==> src/rtl/p1v_led_pkg.sv <==
// rtl/p1v_led_pkg.sv - shared constants and helpers for the cog LED driver
//
// Purpose: default geometry of the LED driver and the saturating counter
// helper used by every channel accumulator.
// Contents:
//   DEF_NUMLEDS    default number of LED channels (one per cog)
//   DEF_PRESCALE   default clock_160 cycles per sample tick (1 us at 160 MHz)
//   DEF_DUTY_BITS  default duty resolution; window = 2**DUTY_BITS ticks
//   DEF_MIN_LEVEL  default brightness floor for any channel that was active
//   sat_add        add one bit to a count, holding at max_val
package p1v_led_pkg;

  localparam int DEF_NUMLEDS   = 8;
  localparam int DEF_PRESCALE  = 160;
  localparam int DEF_DUTY_BITS = 8;
  localparam int DEF_MIN_LEVEL = 16;

  // Counts never exceed max_val, so holding at max_val is enough to keep a
  // fully active window from wrapping back to a dim level.
  function automatic logic [31:0] sat_add(input logic [31:0] a,
                                          input logic        b,
                                          input logic [31:0] max_val);
    return (b && (a < max_val)) ? a + 32'd1 : a;
  endfunction

endpackage

==> src/rtl/cog_led_chan.sv <==
// rtl/cog_led_chan.sv - one LED channel: activity accumulator, level, PWM compare
//
// Purpose: counts how many sample ticks in the current window saw the cog
// running, latches that count (stretched to a visible floor) as the channel
// level at the end of the window, and compares it with the shared PWM counter.
// Ports:
//   clock_160  in   system clock
//   inp_resn   in   asynchronous active-low reset
//   sample     in   registered cog activity bit
//   tick       in   sample tick from the shared prescaler
//   end_win    in   last tick of the window (tick is also high)
//   pwm_cnt    in   shared free-running PWM counter
//   level      out  latched displayed level
//   pwm_on     out  combinational PWM drive for this channel
module cog_led_chan
  import p1v_led_pkg::*;
#(
  parameter int DUTY_BITS = DEF_DUTY_BITS,
  parameter int MIN_LEVEL = DEF_MIN_LEVEL
) (
  input  logic                 clock_160,
  input  logic                 inp_resn,
  input  logic                 sample,
  input  logic                 tick,
  input  logic                 end_win,
  input  logic [DUTY_BITS-1:0] pwm_cnt,
  output logic [DUTY_BITS-1:0] level,
  output logic                 pwm_on
);

  localparam logic [31:0]          ACC_MAX = 32'((1 << DUTY_BITS) - 1);
  localparam logic [DUTY_BITS-1:0] MIN_L   = DUTY_BITS'(MIN_LEVEL);

  logic [DUTY_BITS-1:0] acc;
  logic [DUTY_BITS-1:0] raw;
  logic [DUTY_BITS-1:0] stretched;

  // raw already includes the current sample, so on the end-of-window tick the
  // final sample lands in the level rather than in the cleared accumulator.
  always_comb begin
    raw       = DUTY_BITS'(sat_add(32'(acc), sample, ACC_MAX));
    stretched = ((raw != '0) && (raw < MIN_L)) ? MIN_L : raw;
  end

  always_ff @(posedge clock_160 or negedge inp_resn) begin
    if (!inp_resn) begin
      acc   <= '0;
      level <= '0;
    end else if (end_win) begin
      acc   <= '0;
      level <= stretched;
    end else if (tick) begin
      acc   <= raw;
    end
  end

  // The all-ones case keeps a full-level LED lit through the one counter
  // value where the plain compare would drop it.
  always_comb begin
    pwm_on = (level == '1) || (pwm_cnt < level);
  end

endmodule

==> src/rtl/cog_led_driver.sv <==
// rtl/cog_led_driver.sv - per-cog activity to LED brightness driver
//
// Purpose: sits between the core's per-cog LED vector and the board pins.
// Each channel's duty cycle over a fixed window of sample ticks is shown as
// PWM brightness; raw mode passes the registered inputs straight through.
// Ports:
//   clock_160      in   system clock, single domain
//   inp_resn       in   asynchronous active-low reset
//   led_in         in   cog activity, one bit per cog, clock_160 domain
//   raw_mode       in   1 = led_out follows registered led_in
//   led_out        out  registered board LED drive
//   level_out      out  latched level per channel, channel i at
//                       [i*DUTY_BITS +: DUTY_BITS]
//   window_strobe  out  one-cycle pulse when level_out takes new values
module cog_led_driver
  import p1v_led_pkg::*;
#(
  parameter int NUMLEDS   = DEF_NUMLEDS,
  parameter int PRESCALE  = DEF_PRESCALE,
  parameter int DUTY_BITS = DEF_DUTY_BITS,
  parameter int MIN_LEVEL = DEF_MIN_LEVEL
) (
  input  logic                           clock_160,
  input  logic                           inp_resn,
  input  logic [NUMLEDS-1:0]             led_in,
  input  logic                           raw_mode,
  output logic [NUMLEDS-1:0]             led_out,
  output logic [NUMLEDS*DUTY_BITS-1:0]   level_out,
  output logic                           window_strobe
);

  // With PRESCALE == 1 the prescaler is a single bit pinned at zero, which
  // makes the terminal-count compare true on every cycle.
  localparam int                PRE_W    = (PRESCALE > 1) ? $clog2(PRESCALE) : 1;
  localparam logic [PRE_W-1:0]  PRE_LAST = PRE_W'(PRESCALE - 1);
  localparam logic [PRE_W-1:0]  PRE_ONE  = PRE_W'(1);
  localparam logic [DUTY_BITS-1:0] DUTY_ONE = DUTY_BITS'(1);

  logic [PRE_W-1:0]     pre_cnt;
  logic [DUTY_BITS-1:0] win_cnt;
  logic [DUTY_BITS-1:0] pwm_cnt;
  logic [NUMLEDS-1:0]   led_in_q;
  logic [NUMLEDS-1:0]   pwm_on;
  logic                 tick;
  logic                 end_win;

  always_comb begin
    tick    = (pre_cnt == PRE_LAST);
    end_win = tick && (win_cnt == '1);
  end

  // The source already lives in the clock_160 domain, so a single register
  // is enough to give every channel the same sampled view of the cogs.
  always_ff @(posedge clock_160 or negedge inp_resn) begin
    if (!inp_resn) begin
      led_in_q <= '0;
    end else begin
      led_in_q <= led_in;
    end
  end

  always_ff @(posedge clock_160 or negedge inp_resn) begin
    if (!inp_resn) begin
      pre_cnt <= '0;
    end else if (tick) begin
      pre_cnt <= '0;
    end else begin
      pre_cnt <= pre_cnt + PRE_ONE;
    end
  end

  always_ff @(posedge clock_160 or negedge inp_resn) begin
    if (!inp_resn) begin
      win_cnt <= '0;
    end else if (tick) begin
      win_cnt <= win_cnt + DUTY_ONE;
    end
  end

  // Free-running: a level change is picked up at the next compare rather
  // than being held back to a PWM period boundary.
  always_ff @(posedge clock_160 or negedge inp_resn) begin
    if (!inp_resn) begin
      pwm_cnt <= '0;
    end else begin
      pwm_cnt <= pwm_cnt + DUTY_ONE;
    end
  end

  // Levels load on the end_win edge, so delaying end_win by one cycle lines
  // the strobe up with the first cycle the new levels are visible.
  always_ff @(posedge clock_160 or negedge inp_resn) begin
    if (!inp_resn) begin
      window_strobe <= 1'b0;
    end else begin
      window_strobe <= end_win;
    end
  end

  for (genvar i = 0; i < NUMLEDS; i++) begin : g_chan
    cog_led_chan #(
      .DUTY_BITS (DUTY_BITS),
      .MIN_LEVEL (MIN_LEVEL)
    ) u_chan (
      .clock_160 (clock_160),
      .inp_resn  (inp_resn),
      .sample    (led_in_q[i]),
      .tick      (tick),
      .end_win   (end_win),
      .pwm_cnt   (pwm_cnt),
      .level     (level_out[i*DUTY_BITS +: DUTY_BITS]),
      .pwm_on    (pwm_on[i])
    );
  end

  // Accumulation keeps running underneath raw mode; only the pin source
  // changes.
  always_ff @(posedge clock_160 or negedge inp_resn) begin
    if (!inp_resn) begin
      led_out <= '0;
    end else begin
      led_out <= raw_mode ? led_in_q : pwm_on;
    end
  end

endmodule

==> config.mk <==
export PLATFORM = sky130hd
export DESIGN_NAME = cog_led_driver
export DESIGN_NICKNAME = d
export VERILOG_FILES = /design/src/rtl/p1v_led_pkg.sv /design/src/rtl/cog_led_chan.sv /design/src/rtl/cog_led_driver.sv
export SDC_FILE = /design/constraint.sdc
export NUM_CORES = 1
export LEC_CHECK = 0
export CORE_MARGIN = 3
export CORE_UTILIZATION = 35
export CTS_BUF_LIST = sky130_fd_sc_hd__clkbuf_16
export CTS_CLUSTER_DIAMETER = 80
export DETAILED_ROUTE_END_ITERATION = 6
export PLACE_DENSITY = 0.62
export SYNTH_ARGS = -nofsm -noshare
export SYNTH_HDL_FRONTEND = slang
export SYNTH_SLANG_ARGS = --single-unit
==> constraint.sdc <==
create_clock -name clock_160 -period 2.5 [get_ports clock_160]
set_input_delay 0.5 -clock clock_160 [delete_from_list [all_inputs] [get_ports clock_160]]
set_output_delay 0.5 -clock clock_160 [all_outputs]
set_load 0.01 [all_outputs]
Word-level counts from Yosys, hierarchy flattened
Cells that the tools add are included.

Register bits: 169. Input port bits: 11. Output and inout bits: 73. Word-level logic and storage cells: 135.

Add/subtract/negate cells: 11. Order comparisons: 24. Eq/ne operators: 10. Muxes and demuxes: 34. Reduce and logical (&&, ||, !) cells: 34.

Operator list (count): 2-to-1 mux 8 bit (34); adder 8 x 1 -> 8 bit, second input constant (11); == test 8 bit, second input constant (10); less-than comparator 8 x 5 -> 1 bit, second input constant (8); less-than comparator 8 bit (8); less-than comparator 8 bit, second input constant (8); nonzero test 8 bit (8); logical AND 1 bit (17); logical OR 1 bit (8); nonzero test 2 bit (1).

Logic depth before layout (Yosys ltp)
Depth after elaboration: 6. Mapped depth: 9.

Hierarchy
Synthesis repeated with hierarchy kept, for this count alone.

Cells, all modules: 1222. Area total of the unflattened synthesis: 11453.5 µm².

Modules (own cells, without submodules): cog_led_chan (times used 8, cells an instance 138, area each 1228.7 µm²); cog_led_driver (times used 1, cells an instance 118, area each 1624.1 µm²).

Least setup slack after synthesis
Ideal clock, no wire load.

Path kind: reg-to-reg. Start: register g_chan[1].u_chan.acc[1]. End: register g_chan[1].u_chan.level[3]. Library setup time: 0.141 ns. Arrival: 1.991 ns. Data required time: 2.359 ns. Path slack: 0.369 ns. Stages on the path, launching flop included: 8. Buffers on the path: 1. Clock period less this slack: 2.131 ns. Path through: dfrtp_1 > ha_1 > and4_1 > buf_6 > or3_1 > a221o_1 > a311oi_2 > a221oi_1.

Cells in the longest elaborated chain, start to end: 6.

RTL lines: start: declaration (line cog_led_chan.sv:34) `logic [DUTY_BITS-1:0] acc;`; start signal: assignment (line cog_led_chan.sv:53) `acc <= raw;`; less-than comparator 8 bit (line p1v_led_pkg.sv:23) `return (b && (a < max_val)) ? a + 32'd1 : a;`; logical AND 1 bit (line p1v_led_pkg.sv:23); 2-to-1 mux 8 bit (*) (line p1v_led_pkg.sv:23); less-than comparator 8 x 5 -> 1 bit or nonzero test 8 bit (tied branches) (line cog_led_chan.sv:42) `stretched = ((raw != '0) && (raw < MIN_L)) ? MIN_L : raw;`; logical AND 1 bit (line cog_led_chan.sv:42); 2-to-1 mux 8 bit (*) (line cog_led_chan.sv:42); end signal: assignment (line cog_led_chan.sv:51) `level <= stretched;`; end: declaration (line cog_led_chan.sv:27) `output logic [DUTY_BITS-1:0] level,`.

Every way passes the cells marked *; elsewhere a longest branch is shown, timed or not. A chain may end at the register's enable or synchronous reset.

Worst setup path in the final report
Start: register g_chan[2].u_chan.acc[0]. End: register g_chan[2].u_chan.level[4].

Cells in the longest elaborated chain, start to end: 6.

RTL lines (line): start: declaration (cog_led_chan.sv:34); start signal: assignment (cog_led_chan.sv:53); less-than comparator 8 bit (p1v_led_pkg.sv:23); logical AND 1 bit (p1v_led_pkg.sv:23); 2-to-1 mux 8 bit (*) (p1v_led_pkg.sv:23); less-than comparator 8 x 5 -> 1 bit or nonzero test 8 bit (tied branches) (cog_led_chan.sv:42); logical AND 1 bit (cog_led_chan.sv:42); 2-to-1 mux 8 bit (*) (cog_led_chan.sv:42); end signal: assignment (cog_led_chan.sv:51); end: declaration (cog_led_chan.sv:27).

Marked as above.

==> impl_metrics.yaml <==
sta:
  fmax_ghz: 0.435
  fin_skew_ns: 0.0127
  relSlewSlack_pct: 44.5
  post-route-period-util_pct: 91.9
  finalSetupTns_ns: 0
  maxSlewViolCount: 0
  rsz0062_at_grt: "false"
  finalCriticalPeriod_ns: 2.30
  worstMarginPinSlew_ns: 0.832
  setup_viol: 0
  hold_viol_final: 0
finish:
  area_growth_pct: 18.5
  num-nets-final: 1271
  drive_above_1_share_pct: 7.56
  postLayoutCoreUtil_pct: 42.2
  antennaDiodeCount: 0
  n_fill_cell: 2815
grt:
  grt_overflow: 0
  grt_max_degree: 61
  first_global_vias: 8556
  grt_pass1_wl_mm: 45.3
  track_usage_pct: 18.1
  antenna_found_initial: 0
critical_path:
  path_class: "flop to flop"
  critPathLaunchType: "flop"
  arrival_ns: 2.59
  worstSetupEndpointType: "flop"
  crit_required_ns: 2.79
  crit_path_max_fanout: 9
clock_tree:
  clkTransAtPathRegs_ns: 0.07
  cts_resized: 0
  cts.path.max_buffers: 2
  cts_root_buffer: "clkbuf_16"
  cts_tree: "done"
  cts_sinks: 169
  clk_latency_ns: 0.43
  htreeDepth: 4
  cts_buffers: 17
  hold_buffers: 0
  post_cts.repair.setup_buffers: 0
synth:
  yosysSeqAreaShare_pct: 41.1
  syn_inst: 1129
  yosysTopAreaCellShare_pct: 41.1
  ys_top_cells_by_count: "dfrtp_1, nand2_1, o21ai_0, nor2_1, ha_1"
  synth_cell_types: 68
  synth-main-ff-cell: "dfrtp_1"
  ys_ff_latch: 169
  synthArstFlopShare_pct: 100
  syn_avg_cell_area_um2: 9.11
  synth_warnings: 0
  synth_nets: 1207
  synth-edff-count: 0
  synth.most_common_cell: "dfrtp_1"
  synth_area_leaders: "dfrtp_1, ha_1, nand2_1"
  synthesis.area_um2: 10300
  synth_top_area_cell: "dfrtp_1"
detailed_routing:
  drc_errors: 0
  totalWireLength_mm: 27.8
  drtPass1Iterations: 5
  drt-vias-per-instance: 5.56
  dr_total_vias: 8826
  postRouteAntennaNets: 0
  wl_per_cell_um: 17.5
  drtIter0Drc: 763
power:
  cellInternalPower_mw: 4.35
  vdd_drop_max_uv: 446
  p_seq_share_pct: 49.8
  p_leak_nw: 5.00
  power_density_nw_per_um2: 455
  clkPwrFrac_pct: 47.2
  p_comb_share_pct: 3.0
  switching_share_pct: 21.6
  p_switching_mw: 1.20
floorplanning:
  die_h_um: 177
  top_level_ports: 84
  die_area_um2: 31500
  rows: 62
  core_um2: 28900
  start_util_pct: 35.6
  dieWidth_um: 177
placed_design:
  dpl.hpwl_mm: 19.4
  gp_congestion: 0.903
  numPortBuffers: 83
outcome:
  outcome: "finished, final reports clean"
hold_path:
  hp-class: "primary input to async pin"
run:
  drv_cap: 0
-- per-stage QoR --
step / hold WS (ns) / total power [mW] / setup WS, ns / cells / instance area, µm²
final: 0.0502 / 5.55 / 0.203 / 1588 / 12200
after global routing: 0.0691 / 5.74 / 0.00894 / 1588 / 12200
after CTS: 0.0532 / 5.61 / 0.203 / 1588 / 12200
after detailed placement: 0.470 / 2.99 / 0.204 / 1558 / 11600
after global placement: 0.464 / 2.99 / 0.309 / 1558 / 11600
after floorplan: 0.204 / 2.86 / 0.369 / 1129 / 10300
-- state kept, by name, indices dropped and copies added, names as in the netlist --
signal,flops
pre_cnt,8
g_chan.u_chan.level,64
win_cnt,8
led_out,8
g_chan.u_chan.acc,64
led_in_q,8
pwm_cnt,8
window_strobe,1
-- cell families (layout without fill, tap and decap cells) --
family / after synthesis / in the layout / share of synthesized area (%)
buf+inv: 138 / 213 / 5.50
xor+xnor: 36 / 36 / 3.07
simple gates: 362 / 362 / 17.6
mux: 24 / 24 / 2.46
flops: 169 / 169 / 41.1
fa+ha+maj: 67 / 67 / 8.15
compound gates: 333 / 333 / 22.0
-- worst paths after layout --
path	from	to	slack, ns	cells after the start
setup / recovery	g_chan[2].u_chan.acc[0]$_DFFE_PN0P_	g_chan[2].u_chan.level[4]$_DFFE_PN0P_	0.20	6
hold / removal	inp_resn	g_chan[5].u_chan.acc[5]$_DFFE_PN0P_	0.05	1
setup reg to reg	g_chan[2].u_chan.acc[0]$_DFFE_PN0P_	g_chan[2].u_chan.level[4]$_DFFE_PN0P_	0.20	6
hold reg to reg	win_cnt[7]$_DFFE_PN0N_	win_cnt[7]$_DFFE_PN0N_	0.49	1
max in group asynchronous	inp_resn	g_chan[3].u_chan.level[1]$_DFFE_PN0P_	1.80	2
min in group clock_160	win_cnt[7]$_DFFE_PN0N_	win_cnt[7]$_DFFE_PN0N_	0.49	1
-- placed cells by master, fill, tap and decap left out, types with 8 or more instances in the layout --
master / count
dfrtp_1: 169
nand2_1: 111
o21ai_0: 83
clkdlybuf4s50_1: 82
nor2_1: 68
inv_1: 67
ha_1: 67
a21oi_1: 58
nand4_1: 49
nand3_1: 45
buf_4: 28
xnor2_1: 21
a22o_1: 21
a21o_1: 19
clkbuf_16: 17
and4_1: 16
o21a_1: 16
a211oi_1: 16
o31ai_1: 16
xor2_1: 15
and3_1: 14
mux2i_1: 14
a41oi_1: 12
nor3_1: 12
o22ai_1: 12
a31oi_1: 11
mux2_2: 10
o211ai_1: 10
a21boi_0: 9
a211o_1: 9
and2_1: 8
nand3b_1: 8
-- routing by layer --
layer | up-vias | track usage (%) | part of all wire (%) | wire length (µm)
met1 | 4303 | 24.5 | 48 | 13200
li1 | 4273 | - | - | -
met4 | 0 | 6.48 | 2.2 | 610
met5 | - | 0 | 0 | 0
met2 | 216 | 29.5 | 46 | 12800
met3 | 34 | 2.55 | 4.1 | 1130
-- power by group through the flow --
stage,Clock [mW],Sequential (mW),Combinational [mW]
global route,2.79,2.76,0.189
detailed placement,0,2.81,0.174
global placement,0,2.81,0.173
floorplan,0,2.81,0.0521
CTS,2.67,2.76,0.174
finish,2.62,2.76,0.168
-- worst max-delay path, stage by stage (launching register included) --
cell	delay, ns
dfrtp_1	0.49
ha_1	0.29
nand3_1	0.11
o21ai_0	0.29
mux2_2	0.39
o311ai_0	0.45
o211ai_1	0.15
-- final cells by class --
cell class / count / area (µm²) / area share, %
multi-input cells: 822 / 5500 / 45.1
flip-flops and latches: 169 / 4230 / 34.7
repair buffers: 117 / 1160 / 9.54
well taps: 384 / 480 / 3.94
clock buffers: 17 / 425 / 3.49
inverters: 66 / 248 / 2.03
clock inverters: 13 / 139 / 1.14
Power figures use the tool's default switching activity.
